### config.mk
export PLATFORM = sky130hd
export DESIGN_NAME = req_gnt_checker_ip
export DESIGN_NICKNAME = d
export VERILOG_FILES = /design/src/rtl/req_gnt_chk_pkg.sv /design/src/rtl/req_gnt_chan_fsm.sv /design/src/rtl/req_gnt_checker_ip.sv
export SDC_FILE = /design/constraint.sdc
export NUM_CORES = 1
export LEC_CHECK = 0
export ABC_AREA = 1
export ABC_CLOCK_PERIOD_IN_PS = 3900
export CELL_PAD_IN_SITES_DETAIL_PLACEMENT = 1
export CELL_PAD_IN_SITES_GLOBAL_PLACEMENT = 2
export CORE_UTILIZATION = 33
export CTS_CLUSTER_SIZE = 10
export DETAILED_ROUTE_END_ITERATION = 8
export MAX_ROUTING_LAYER = met4
export PLACE_DENSITY_LB_ADDON = 0.1
export SETUP_SLACK_MARGIN = 0.3
export SYNTH_ARGS = -nofsm -noshare
export SYNTH_HDL_FRONTEND = slang
export SYNTH_SLANG_ARGS = --single-unit
### constraint.sdc
create_clock -name clk_ip -period 3.9 [get_ports clk_ip]
set_input_delay 0.585 -clock clk_ip [delete_from_list [all_inputs] [get_ports clk_ip]]
set_output_delay 0.585 -clock clk_ip [all_outputs]
set_load 0.03 [all_outputs]
### src/rtl/req_gnt_chk_pkg.sv
// Shared types for the multi-channel request/grant protocol checker.
// Holds the per-channel FSM states, violation codes and latency width.
package req_gnt_chk_pkg;

  localparam int LAT_W = 8;

  typedef enum logic [1:0] {
    IDLE,
    WAIT,
    DONE
  } state_e;

  typedef enum logic [1:0] {
    TIMEOUT      = 2'd0,
    REQ_OVERLAP  = 2'd1,
    SPURIOUS_GNT = 2'd2,
    HOLD         = 2'd3
  } err_code_e;

endpackage

### src/rtl/req_gnt_chan_fsm.sv
// One channel of the req/gnt checker: handshake FSM plus latency counter.
// Emits combinational error/pass strobes; registering is done by the top.
module req_gnt_chan_fsm
  import req_gnt_chk_pkg::*;
#(
  parameter int MAX_LAT = 1
) (
  input  logic      clk_i,
  input  logic      rst_ni,
  input  logic      en_i,
  input  logic      req_i,
  input  logic      gnt_i,
  output logic      err_o,
  output err_code_e code_o,
  output logic      pass_o
);

  state_e             state_q, state_d;
  logic [LAT_W-1:0]   k_q, k_d;

  always_ff @(posedge clk_i or negedge rst_ni) begin
    if (!rst_ni) begin
      state_q <= IDLE;
      k_q     <= '0;
    end else begin
      state_q <= state_d;
      k_q     <= k_d;
    end
  end

  always_comb begin
    state_d = state_q;
    k_d     = k_q;
    err_o   = 1'b0;
    code_o  = TIMEOUT;
    pass_o  = 1'b0;
    if (!en_i) begin
      state_d = IDLE;
      k_d     = '0;
    end else begin
      unique case (state_q)
        IDLE: begin
          if (gnt_i) begin
            err_o  = 1'b1;
            code_o = SPURIOUS_GNT;
          end
          // a req is accepted even alongside a spurious gnt
          if (req_i) begin
            state_d = WAIT;
            k_d     = LAT_W'(1);
          end
        end
        WAIT: begin
          if (req_i) begin
            err_o   = 1'b1;
            code_o  = REQ_OVERLAP;
            state_d = IDLE;
            k_d     = '0;
          end else if (gnt_i) begin
            state_d = DONE;
            k_d     = '0;
          end else if (k_q == LAT_W'(MAX_LAT)) begin
            err_o   = 1'b1;
            code_o  = TIMEOUT;
            state_d = IDLE;
            k_d     = '0;
          end else begin
            k_d = k_q + LAT_W'(1);
          end
        end
        DONE: begin
          state_d = IDLE;
          k_d     = '0;
          if (req_i || gnt_i) begin
            err_o  = 1'b1;
            code_o = HOLD;
          end else begin
            pass_o = 1'b1;
          end
        end
        default: begin
          state_d = IDLE;
          k_d     = '0;
        end
      endcase
    end
  end

endmodule

### src/rtl/req_gnt_checker_ip.sv
// Multi-channel req/gnt protocol checker: per-channel FSMs plus a
// reporter, sticky flags and saturating error/pass counters.
module req_gnt_checker_ip
  import req_gnt_chk_pkg::*;
#(
  parameter int NUM_CH  = 4,
  parameter int MAX_LAT = 1,
  parameter int CNT_W   = 16,
  localparam int CH_W   = (NUM_CH > 1) ? $clog2(NUM_CH) : 1
) (
  input  logic              clk_ip,
  input  logic              reset_ip,
  input  logic              en_ip,
  input  logic              clr_ip,
  input  logic [NUM_CH-1:0] req_ip,
  input  logic [NUM_CH-1:0] gnt_ip,
  output logic              err_valid_o,
  output logic [CH_W-1:0]   err_ch_o,
  output logic [1:0]        err_code_o,
  output logic [NUM_CH-1:0] err_sticky_o,
  output logic [CNT_W-1:0]  err_cnt_o,
  output logic [CNT_W-1:0]  pass_cnt_o
);

  localparam int POP_W = 6;
  localparam int SUM_W = CNT_W + POP_W;

  logic [NUM_CH-1:0] err_s;
  logic [NUM_CH-1:0] pass_s;
  err_code_e         code_s [NUM_CH];

  for (genvar g = 0; g < NUM_CH; g++) begin : g_ch
    req_gnt_chan_fsm #(
      .MAX_LAT(MAX_LAT)
    ) u_fsm (
      .clk_i (clk_ip),
      .rst_ni(reset_ip),
      .en_i  (en_ip),
      .req_i (req_ip[g]),
      .gnt_i (gnt_ip[g]),
      .err_o (err_s[g]),
      .code_o(code_s[g]),
      .pass_o(pass_s[g])
    );
  end

  logic              valid_q, valid_d;
  logic [CH_W-1:0]   ch_q, ch_d;
  err_code_e         code_q, code_d;
  logic [NUM_CH-1:0] sticky_q, sticky_d;
  logic [CNT_W-1:0]  ecnt_q, ecnt_d;
  logic [CNT_W-1:0]  pcnt_q, pcnt_d;
  logic [POP_W-1:0]  err_pop, pass_pop;
  logic [SUM_W-1:0]  esum, psum;

  always_comb begin
    valid_d  = |err_s;
    ch_d     = '0;
    code_d   = TIMEOUT;
    err_pop  = '0;
    pass_pop = '0;
    // walk downwards so the lowest erroring channel wins
    for (int i = NUM_CH - 1; i >= 0; i--) begin
      if (err_s[i]) begin
        ch_d   = CH_W'(i);
        code_d = code_s[i];
      end
    end
    for (int i = 0; i < NUM_CH; i++) begin
      err_pop  = err_pop + POP_W'(err_s[i]);
      pass_pop = pass_pop + POP_W'(pass_s[i]);
    end
    esum = SUM_W'(ecnt_q) + SUM_W'(err_pop);
    psum = SUM_W'(pcnt_q) + SUM_W'(pass_pop);
    ecnt_d = (|esum[SUM_W-1:CNT_W]) ? '1 : esum[CNT_W-1:0];
    pcnt_d = (|psum[SUM_W-1:CNT_W]) ? '1 : psum[CNT_W-1:0];
    sticky_d = sticky_q | err_s;
    if (clr_ip) begin
      ecnt_d   = '0;
      pcnt_d   = '0;
      sticky_d = '0;
    end
  end

  always_ff @(posedge clk_ip or negedge reset_ip) begin
    if (!reset_ip) begin
      valid_q  <= 1'b0;
      ch_q     <= '0;
      code_q   <= TIMEOUT;
      sticky_q <= '0;
      ecnt_q   <= '0;
      pcnt_q   <= '0;
    end else begin
      valid_q  <= valid_d;
      ch_q     <= ch_d;
      code_q   <= code_d;
      sticky_q <= sticky_d;
      ecnt_q   <= ecnt_d;
      pcnt_q   <= pcnt_d;
    end
  end

  assign err_valid_o  = valid_q;
  assign err_ch_o     = ch_q;
  assign err_code_o   = code_q;
  assign err_sticky_o = sticky_q;
  assign err_cnt_o    = ecnt_q;
  assign pass_cnt_o   = pcnt_q;

endmodule

# Word level (Yosys, flattened, before mapping)
# Cells that the tools add are included.
# totals
regBits	81
latch_bits	0
ramBits	0
rom_bits	0
word_cells	183
memories	0
# op_classes
n_addsub	12
n_mul	0
div	0
order_cmp	0
n_eq_ne	20
shift	0
muxes	121
bitwise_logic	1
n_reduce_logical	15
# ops
op	n
$mux 8	20
$mux 2	40
$mux 16	4
$pmux 8 s2	4
$mux 1	40
$add 16x4->17	2
$add 8x1->8 const B	4
$eq 8x1->1 const B	4
$pmux 2 s3	4
$ne 5x4->1 const B	4
$pmux 2 s2	4
$ne 3x3->1 const B	4
$pmux 1 s3	4
$reduce_or 6->1	2
$add 3x1->4	2
$eq 2x1->1 const B	4
$eq 2x2->1 const B	4
$logic_not 2->1	4
$reduce_and 2->1	4
$add 2x1->3	2
$add 1x1->2	2
$logic_or 1x1->1	4
$mux 4	1
$or 4x4->4	1
$reduce_or 4->1	1

# Logic depth before layout (Yosys ltp)
# depth
depth_word	13
mapped_depth	22
depth_no_buf	22

# Modules after synthesis
# Synthesis repeated with hierarchy kept, for this count alone.
# hier_totals
cells_unflattened	688
area_unflattened_um2	5116.2
# by_module_without_submodules
mod	n_inst	cells_per_inst	area_each_um2
req_gnt_chan_fsm	4	102	701.9
req_gnt_checker_ip	1	280	2308.5

# Least setup slack after synthesis
# Ideal clock, no wire load.
# synth_timing
kind	input port to flip-flop
startpoint	input gnt_ip[0]
endpoint	register ecnt_q[14], in the netlist err_cnt_o[14]
arrival_ns	3.062
required_ns	3.837
setup_slack_ns	0.776
path_stages	22
path_buffers	0
path_cell_list	inv_1 > nand2_1 > nand2_1 > nand2_1 > nor2_1 > nand2_1 > nand2_1 > xor2_1 > inv_1 > ha_1 > inv_1 > fa_1 > inv_1 > fa_1 > nand2_1 > inv_1 > nand3_2 > nor2_2 > nand3b_2 > o21ai_0 > o21ai_1 > inv_1
# synth_between
elab_chain_cells	11
# synth_lines
item	line_no	text
from (decl)	req_gnt_checker_ip.sv:16	input logic [NUM_CH-1:0] gnt_ip,
$mux 1 / $logic_or 1x1->1 (equally long branches)	req_gnt_chan_fsm.sv:59, req_gnt_chan_fsm.sv:74	
$mux 1, on equally long branches	req_gnt_chan_fsm.sv:54, req_gnt_chan_fsm.sv:74	
$pmux 1 s3 *	req_gnt_chan_fsm.sv:41	unique case (state_q)
$mux 1 *	req_gnt_chan_fsm.sv:37	if (!en_i) begin
$add 1x1->2 *	req_gnt_checker_ip.sv:70	err_pop = err_pop + POP_W'(err_s[i]);
$add 2x1->3 *	req_gnt_checker_ip.sv:70	
$add 3x1->4 *	req_gnt_checker_ip.sv:70	
$add 16x4->17 *	req_gnt_checker_ip.sv:73	esum = SUM_W'(ecnt_q) + SUM_W'(err_pop);
$reduce_or 6->1	req_gnt_checker_ip.sv:75	ecnt_d = (|esum[SUM_W-1:CNT_W]) ? '1 : esum[CNT_W-1:0];
$mux 16 *	req_gnt_checker_ip.sv:75	
$mux 16 *	req_gnt_checker_ip.sv:78	if (clr_ip) begin
net ecnt_d[14]	req_gnt_checker_ip.sv:51	logic [CNT_W-1:0] ecnt_q, ecnt_d;
to (signal assigned)	req_gnt_checker_ip.sv:98	ecnt_q <= ecnt_d;
to (decl)	req_gnt_checker_ip.sv:51	
# Mark *: on every way through the listed nets, which the timed path passes. The rest lies on a longest branch.
# A chain may end at the register's enable or synchronous reset.

# Worst setup path in the final report
# layout_timing
startpoint	input en_ip
endpoint	register pcnt_q[13], in the netlist pass_cnt_o[13]
# layout_between
elab_chain_cells	8
# layout_lines
item	line_no	text
from (decl)	req_gnt_checker_ip.sv:13	input logic en_ip,
$mux 1	req_gnt_chan_fsm.sv:37	
$add 1x1->2	req_gnt_checker_ip.sv:71	pass_pop = pass_pop + POP_W'(pass_s[i]);
$add 2x1->3	req_gnt_checker_ip.sv:71	
$add 3x1->4 *	req_gnt_checker_ip.sv:71	
$add 16x4->17 *	req_gnt_checker_ip.sv:74	psum = SUM_W'(pcnt_q) + SUM_W'(pass_pop);
$reduce_or 6->1	req_gnt_checker_ip.sv:76	pcnt_d = (|psum[SUM_W-1:CNT_W]) ? '1 : psum[CNT_W-1:0];
$mux 16 *	req_gnt_checker_ip.sv:76	
$mux 16 *	req_gnt_checker_ip.sv:78	
net pcnt_d[13]	req_gnt_checker_ip.sv:52	logic [CNT_W-1:0] pcnt_q, pcnt_d;
to (signal assigned)	req_gnt_checker_ip.sv:99	pcnt_q <= pcnt_d;
to (decl)	req_gnt_checker_ip.sv:52	
# Marks and branches as above.

==> reports/metrics.yaml <==
drtIter0Drc: 137
syn_nets: 653
ys.flop_type: "dfrtp_1"
power_frac_seq: 0.417
grt_pass1_wl_um: 22200
drc_errors: 0
viasPerCell: 4.89
hold_buffers: 0
synthArstFlopShare: 1.00
status: "complete, no violations"
criticalPathCategory: "input port to flip-flop"
synth_enable_flop_cells: 0
end_kind: "flip-flop"
rr_startpoint: "g_ch[0].u_fsm.k_q[1]"
yosys.cell_types.count: 41
dp.cells: 867
die_area_mm2: 0.0148
slew_viol_final: 0
clkPwrFrac: 0.420
antenna_found_initial: 0
period_share: 0.875
synth-seq-cells: 81
powerDensity_mw_per_mm2: 364
critPathLaunchType: "input port"
ff_latch_area_mm2: 0.00203
path_cells: "clkdlybuf4s50_1 -> nand2_1 -> nor4_2 -> buf_4 -> fa_1 -> fa_1 -> inv_1 -> fa_1 -> inv_1 -> nand3_1 -> nor2_2 -> nand2_2 -> nor2_4 -> nand2_4 -> nand2_1 -> o21ai_0 -> inv_1"
core_mm2: 0.0139
fin_tns_setup_ns: 0
syn_to_final_growth_pct: 26.5
finalSetupViolCount: 0
clock_skew_ns: 0.00593
io_buffers: 52
worstPathMaxFanout: 9
p_comb_frac: 0.162
root_buffer: "clkbuf_16"
seq_area_frac_synth: 0.428
slew_headroom: 0.375
grt_pass1_vias: 4583
worstPathArrival_ns: 3.65
leakage_nw: 2.86
cts_sinks: 81
grt_use_total: 0.199
required_ns: 4.14
clock_latency_ns: 0.35
grt_max_degree: 69
ys_warn_count: 0
routedWlPerCell_um: 14.8
slowest_delay_ns: 0.57
busiest_layer: "met2"
die_w_um: 122
cts_tree: "yes"
multi_input_area_mm2: 0.00239
hold_ws_ns: 0.384
gp_congestion: 0.784
wl_um: 13100
grt_overflow_total: 0
worstMarginPinSlew_ns: 0.938
rsz0062_at_grt: "false"
period_minus_slack_ns: 3.41
num_io_pins: 53
internal-power_mw: 1.57
use_met3: 0.0342
dr.pass1.iters: 4
worstRegToRegCells: 21
synth.avg_cell_area_um2: 7.57
start_util: 0.340
cap_violations: 0
crit_path_start: "en_ip"
r2r_setup_slack_ns: 0.72
die_h_um: 122
clk_pin_slew_ns: 0.06
cts_inserted_buffers: 9
hpwl_um: 9500
num-nets-final: 728
net-switching-power_mw: 0.616
ir_drop_mv: 0.222
syn_area_mm2: 0.00473
final_cell_count_no_fill: 884
drive_gt1_frac: 0.116
hold_viol: 0
use_met2: 0.315
use_met1: 0.249
antenna_left: 0
h-tree-depth: 3
cp_slowest_cell: "clkdlybuf4s50_1"
swShare: 0.282
syn_inst: 625
fmax_mhz: 293
cts_max_path_buffers: 2
endpoint: "pass_cnt_o[13]"
diodes: 0
vias: 4322
rr_endpoint: "err_cnt_o[12]"
row_count: 43
nFillCells: 1692
hp-class: "input port to asynchronous set/reset pin"
-- placed cells by master, fill, tap and decap left out, types with 3 or more instances in the layout --
cell / Yosys / final
inv_2: 8 / 12
nand3_1: 45 / 42
a211oi_1: 3 / 3
nor2_1: 77 / 76
ha_1: 11 / 11
buf_4: 1 / 19
xor2_1: 15 / 15
clkbuf_16: 0 / 9
nand3b_1: 3 / 3
nand3_2: 1 / 3
clkdlybuf4s50_1: 0 / 49
a21oi_1: 32 / 32
clkbuf_8: 0 / 4
nor4_1: 6 / 4
or2_2: 3 / 3
inv_1: 92 / 88
nand2_1: 143 / 141
nor3_2: 2 / 3
dfrtp_1: 81 / 81
nor3_1: 21 / 19
xnor2_1: 4 / 4
a31oi_1: 6 / 6
nor2_4: 3 / 4
nand4_1: 9 / 9
o21ai_0: 23 / 22
fa_1: 5 / 3
nand2_2: 5 / 7
-- per-stage QoR --
step           setup WS, ns  cell area, µm²  total power, mW  utilization
2_1_floorplan         0.776            4730             1.13            -
3_3_place_gp        -0.0652            5560             1.27        0.399
3_5_place_dp        -0.0562            5560             1.28        0.399
4_1_cts               0.310            5880             2.21        0.422
5_1_grt               0.303            5990             2.29        0.430
6_report              0.488            5990             2.18        0.430
-- Yosys cell counts, drive strengths merged, types with 6 or more instances --
cell,count,share of area
nor3,23,0.026
nor4,6,0.0079
xor2,15,0.028
a31oi,7,0.011
inv,100,0.079
nand2,149,0.12
nand3,46,0.050
dfrtp,81,0.43
a21oi,32,0.034
ha,11,0.029
o21ai,24,0.025
nand4,9,0.012
nor2,82,0.071
-- worst max-delay path, delay by kind of cell --
kind,cells,cell delay (ns)
compound gates,1,0.14
fa+ha+maj,3,1.07
buf+inv,5,0.93
simple gates,8,0.91
-- state kept, by name, indices dropped and copies added, names as in the netlist --
name,flops
err_ch_o,2
err_cnt_o,16
err_code_o,2
err_sticky_o,4
err_valid_o,1
g_ch.u_fsm.k_q,32
g_ch.u_fsm.state_q,8
pass_cnt_o,16
-- worst min path at each step --
stage | cells after the start | slack (ns) | from | to
after floorplan | 0 | 0.29 | reset_ip | err_ch_o[0]
after global placement | 2 | 0.52 | g_ch[3].u_fsm.k_q[1] | g_ch[3].u_fsm.k_q[1]
after detailed placement | 2 | 0.52 | err_sticky_o[0] | err_sticky_o[0]
after CTS | 1 | 0.42 | reset_ip | g_ch[0].u_fsm.k_q[4]
after global routing | 1 | 0.48 | reset_ip | g_ch[0].u_fsm.k_q[2]
final | 1 | 0.38 | reset_ip | g_ch[0].u_fsm.k_q[4]
-- power groups by stage --
stage / Sequential, mW / Combinational [mW] / Clock, mW
final: 0.910 / 0.354 / 0.917
after global routing: 0.916 / 0.403 / 0.974
after CTS: 0.910 / 0.353 / 0.946
after detailed placement: 0.925 / 0.351 / 0
after global placement: 0.925 / 0.345 / 0
after floorplan: 0.964 / 0.163 / 0
-- layer usage --
layer | wire length, µm | up-vias
li1 | - | 2145
met1 | 6190 | 2093
met2 | 6250 | 66
met3 | 383 | 18
met4 | 255 | 0
met5 | 0 | -
-- repair_timing --
action / in CTS / in global routing
endpoints found under the setup margin: 0 / 31
hold endpoints to repair: 0 / 0
buffers inserted: 0 / 1
resized for setup: 0 / 26
-- cells by family (layout without fill, tap and decap cells) --
| kind of cell | Yosys count | after routing | synth area share |
|---|---|---|---|
| and+or+nand+nor | 325 | 326 | 0.305 |
| buffers and inverters | 107 | 185 | 0.0878 |
| DFF | 81 | 81 | 0.428 |
| AOI/OAI and AO/OA | 77 | 77 | 0.0936 |
| xor gates and xnor gates | 19 | 19 | 0.0352 |
| adders and majority gates | 16 | 16 | 0.0502 |
-- cell type report --
class                           count  area share
Tap cell                          180      0.0376
Sequential cell                    81       0.338
Timing Repair Buffer               70       0.110
Clock buffer                       13      0.0468
Inverter                          100      0.0627
Multi-Input combinational cell    438       0.399
Clock inverter                      2     0.00585
No activity file was read; power rests on OpenSTA's default activity.
==> variant (same flow settings) <==
Make the reset (`reset_ip` and `rst_ni`) synchronous in 2 clocked blocks.
--- a/src/rtl/req_gnt_chan_fsm.sv
+++ b/src/rtl/req_gnt_chan_fsm.sv
@@ -18,7 +18,7 @@
   state_e             state_q, state_d;
   logic [LAT_W-1:0]   k_q, k_d;
 
-  always_ff @(posedge clk_i or negedge rst_ni) begin
+  always_ff @(posedge clk_i) begin
     if (!rst_ni) begin
       state_q <= IDLE;
       k_q     <= '0;
--- a/src/rtl/req_gnt_checker_ip.sv
+++ b/src/rtl/req_gnt_checker_ip.sv
@@ -82,7 +82,7 @@
     end
   end
 
-  always_ff @(posedge clk_ip or negedge reset_ip) begin
+  always_ff @(posedge clk_ip) begin
     if (!reset_ip) begin
       valid_q  <= 1'b0;
       ch_q     <= '0;
Function: differs if reset_ip is asserted again (counterexample within 4 cycles, from zero or initial values and one cycle with reset_ip low); with reset_ip held inactive, the same outputs for 4 cycles.
==> variant against the original RTL <==
  * Count of clock-buffer cells in the layout shrank 2
  * Design area is 5.8% lower
  * Sequential cell count did not move
  * Routed wire length decreased by 7.2%
  * Sequential share of layout area is 5.1 points lower
  * Worst setup slack improved by 0.035 ns
  * Worst hold slack improved by 0.086 ns
  * Critical path depth down 1
  * Largest power group is now registers
  * Non-clock buffer count grew 3
  * Total power fell by 15%
  * Synthesized area fell by 5.5%
  * Register-to-register slack gained 0.10 ns
==> variant: results (changes against the original RTL) <==
* Status: finished clean
* Min-Delay Path Class: reg -> reg
* DR WL/cell at 13.7 um (-7.4%)
* Final global-route overflow total at 0 (unchanged)
* Post-Place Cell Area at 5300 um^2 (-4.8%)
* R2R Path End: err_cnt_o[14]$_SDFF_PP0_
* Largest net degree at the start of global routing at 25 (-64%)
* Slew @ Worst Pin at 0.981 ns (+0.0427 ns)
* Capturing element type of the critical path: register
* Met1 Wirelength at 5940 um (-4.1%)
* Worst r2r src: g_ch[2].u_fsm.k_q[1]$_SDFFE_PN0P_
* Postcts setup bufs at 1 (+1)
* Vias in the first global route at 4,341 (-5.3%)
* Mapped Cells at 629 (+0.64%)
* Post-synth top cells: 124 x nand2_1, 81 x dfxtp_1, 80 x inv_1
* Top cells by area, synth: dfxtp_1 36%, nand2_1 10%, inv_1 6.7%, nor2_1 6.4%, a21oi_1 4.6%
* GR Util met1 at 22.9% (-2.1 points)
* Switch share at 26.0% (-2.2 points)
* Syn nets at 657 (+0.61%)
* Power Clock at 0.823 mW (-10%)
* Slowest cell on the critical path: fa_1
* FILL cells at 1,712 (+1.2%)
* Post-DP HPWL at 9250 um (-2.7%)
* Worst EP arrival at 3.56 ns (-0.09 ns)
* Routed wl met3 at 346 um (-9.7%)
* Reg2Reg Depth at 20 (-4.8%)
* Wirelength, routed at 12,100 um (-7.2%)
* Comb pwr share at 9.7% (-6.5 points)
* Post-synthesis sequential area ratio at 36.3% (-6.6 points)
* CP max FO at 10 (+1)
* Pleak at 2.28 nW (-20%)
* Compound-Gate Fraction of Synth Area at 11.3% (+1.9 points)
* GRT Util Overall at 18.6% (-1.3 points)
* DR vias at 4,218 (-2.4%)
* Met2 usage at 30.2% (-1.3 points)
* WL met2 at 5690 um (-9.1%)
* Met3 usage at 4.10% (+0.68 points)
* # resized after CTS at 1 (+1)
* CP endpoint: pass_cnt_o[6]$_SDFF_PP0_
* Max stage delay on crit path at 0.46 ns (-0.11 ns)
* Top_reg_cell synth: dfxtp_1
* R2R Setup Slk at 0.82 ns (+0.10 ns)
* Synth Area in Adders at 5.48% (+0.46 points)
* Yosys cell types at 43 (+4.9%)
* First-pass GRT wire length at 20,300 um (-8.3%)
* Hold wc startpoint: err_sticky_o[3]$_SDFF_PP0_
* Skew final at 0.00638 ns (+0.000456 ns)
* Post-Synth XOR/XNOR Area at 2.55% (-0.97 points)
* Clock Power Share at 44.4% (+2.4 points)
* Worst setup path startpoint: req_ip[2]
* Final worst path period share at 86.6% (-0.90 points)
* GPL Wtd Cong at 0.791 (+0.98%)
* Pre-CTS setup slack at -0.0575 ns (-0.00130 ns)
* VDD IR max at 0.000161 V (-28%)
* Fraction of layout cells with a size suffix above 1 at 15.5% (+3.8 points)
* Crit path max-delay family: adder cells
* Util after Layout at 42.6% (-0.36 points)
* Asr flop ratio synth at 0% (-100 points)
* Layout Nets at 733 (+0.69%)
* Fin Hold WS at 0.470 ns (+0.0861 ns)
==> variant: changes by cell type after synthesis, sizes merged, moves of 3 or more <==
cell,unedited run,this run
dfrtp,81,0
dfxtp,0,81
a21oi,32,48
nand2,149,135
nand3,46,39
xor2,15,8
or2,3,9
a31oi,7,2
nor2,82,87
nor3b,3,6
o21ai,24,27
==> variant: kinds of logic after synthesis <==
family / count (synthesis)
AO/OA/AOI/OAI: 88
flip-flops: 81
adder cells (fa/ha/maj): 16
AND/OR/NAND/NOR: 323
buffers and inverters: 108
XOR/XNOR: 13
==> variant: final cells by class <==
| cell class | count | share of cell area, % |
|---|---|---|
| clock inverter | 5 | 0.532 |
| sequential | 81 | 28.7 |
| tap | 176 | 3.90 |
| multi-input combinational | 440 | 43.6 |
| clock buffer | 11 | 4.48 |
| inverter | 100 | 6.65 |
| timing repair buffer | 73 | 12.1 |
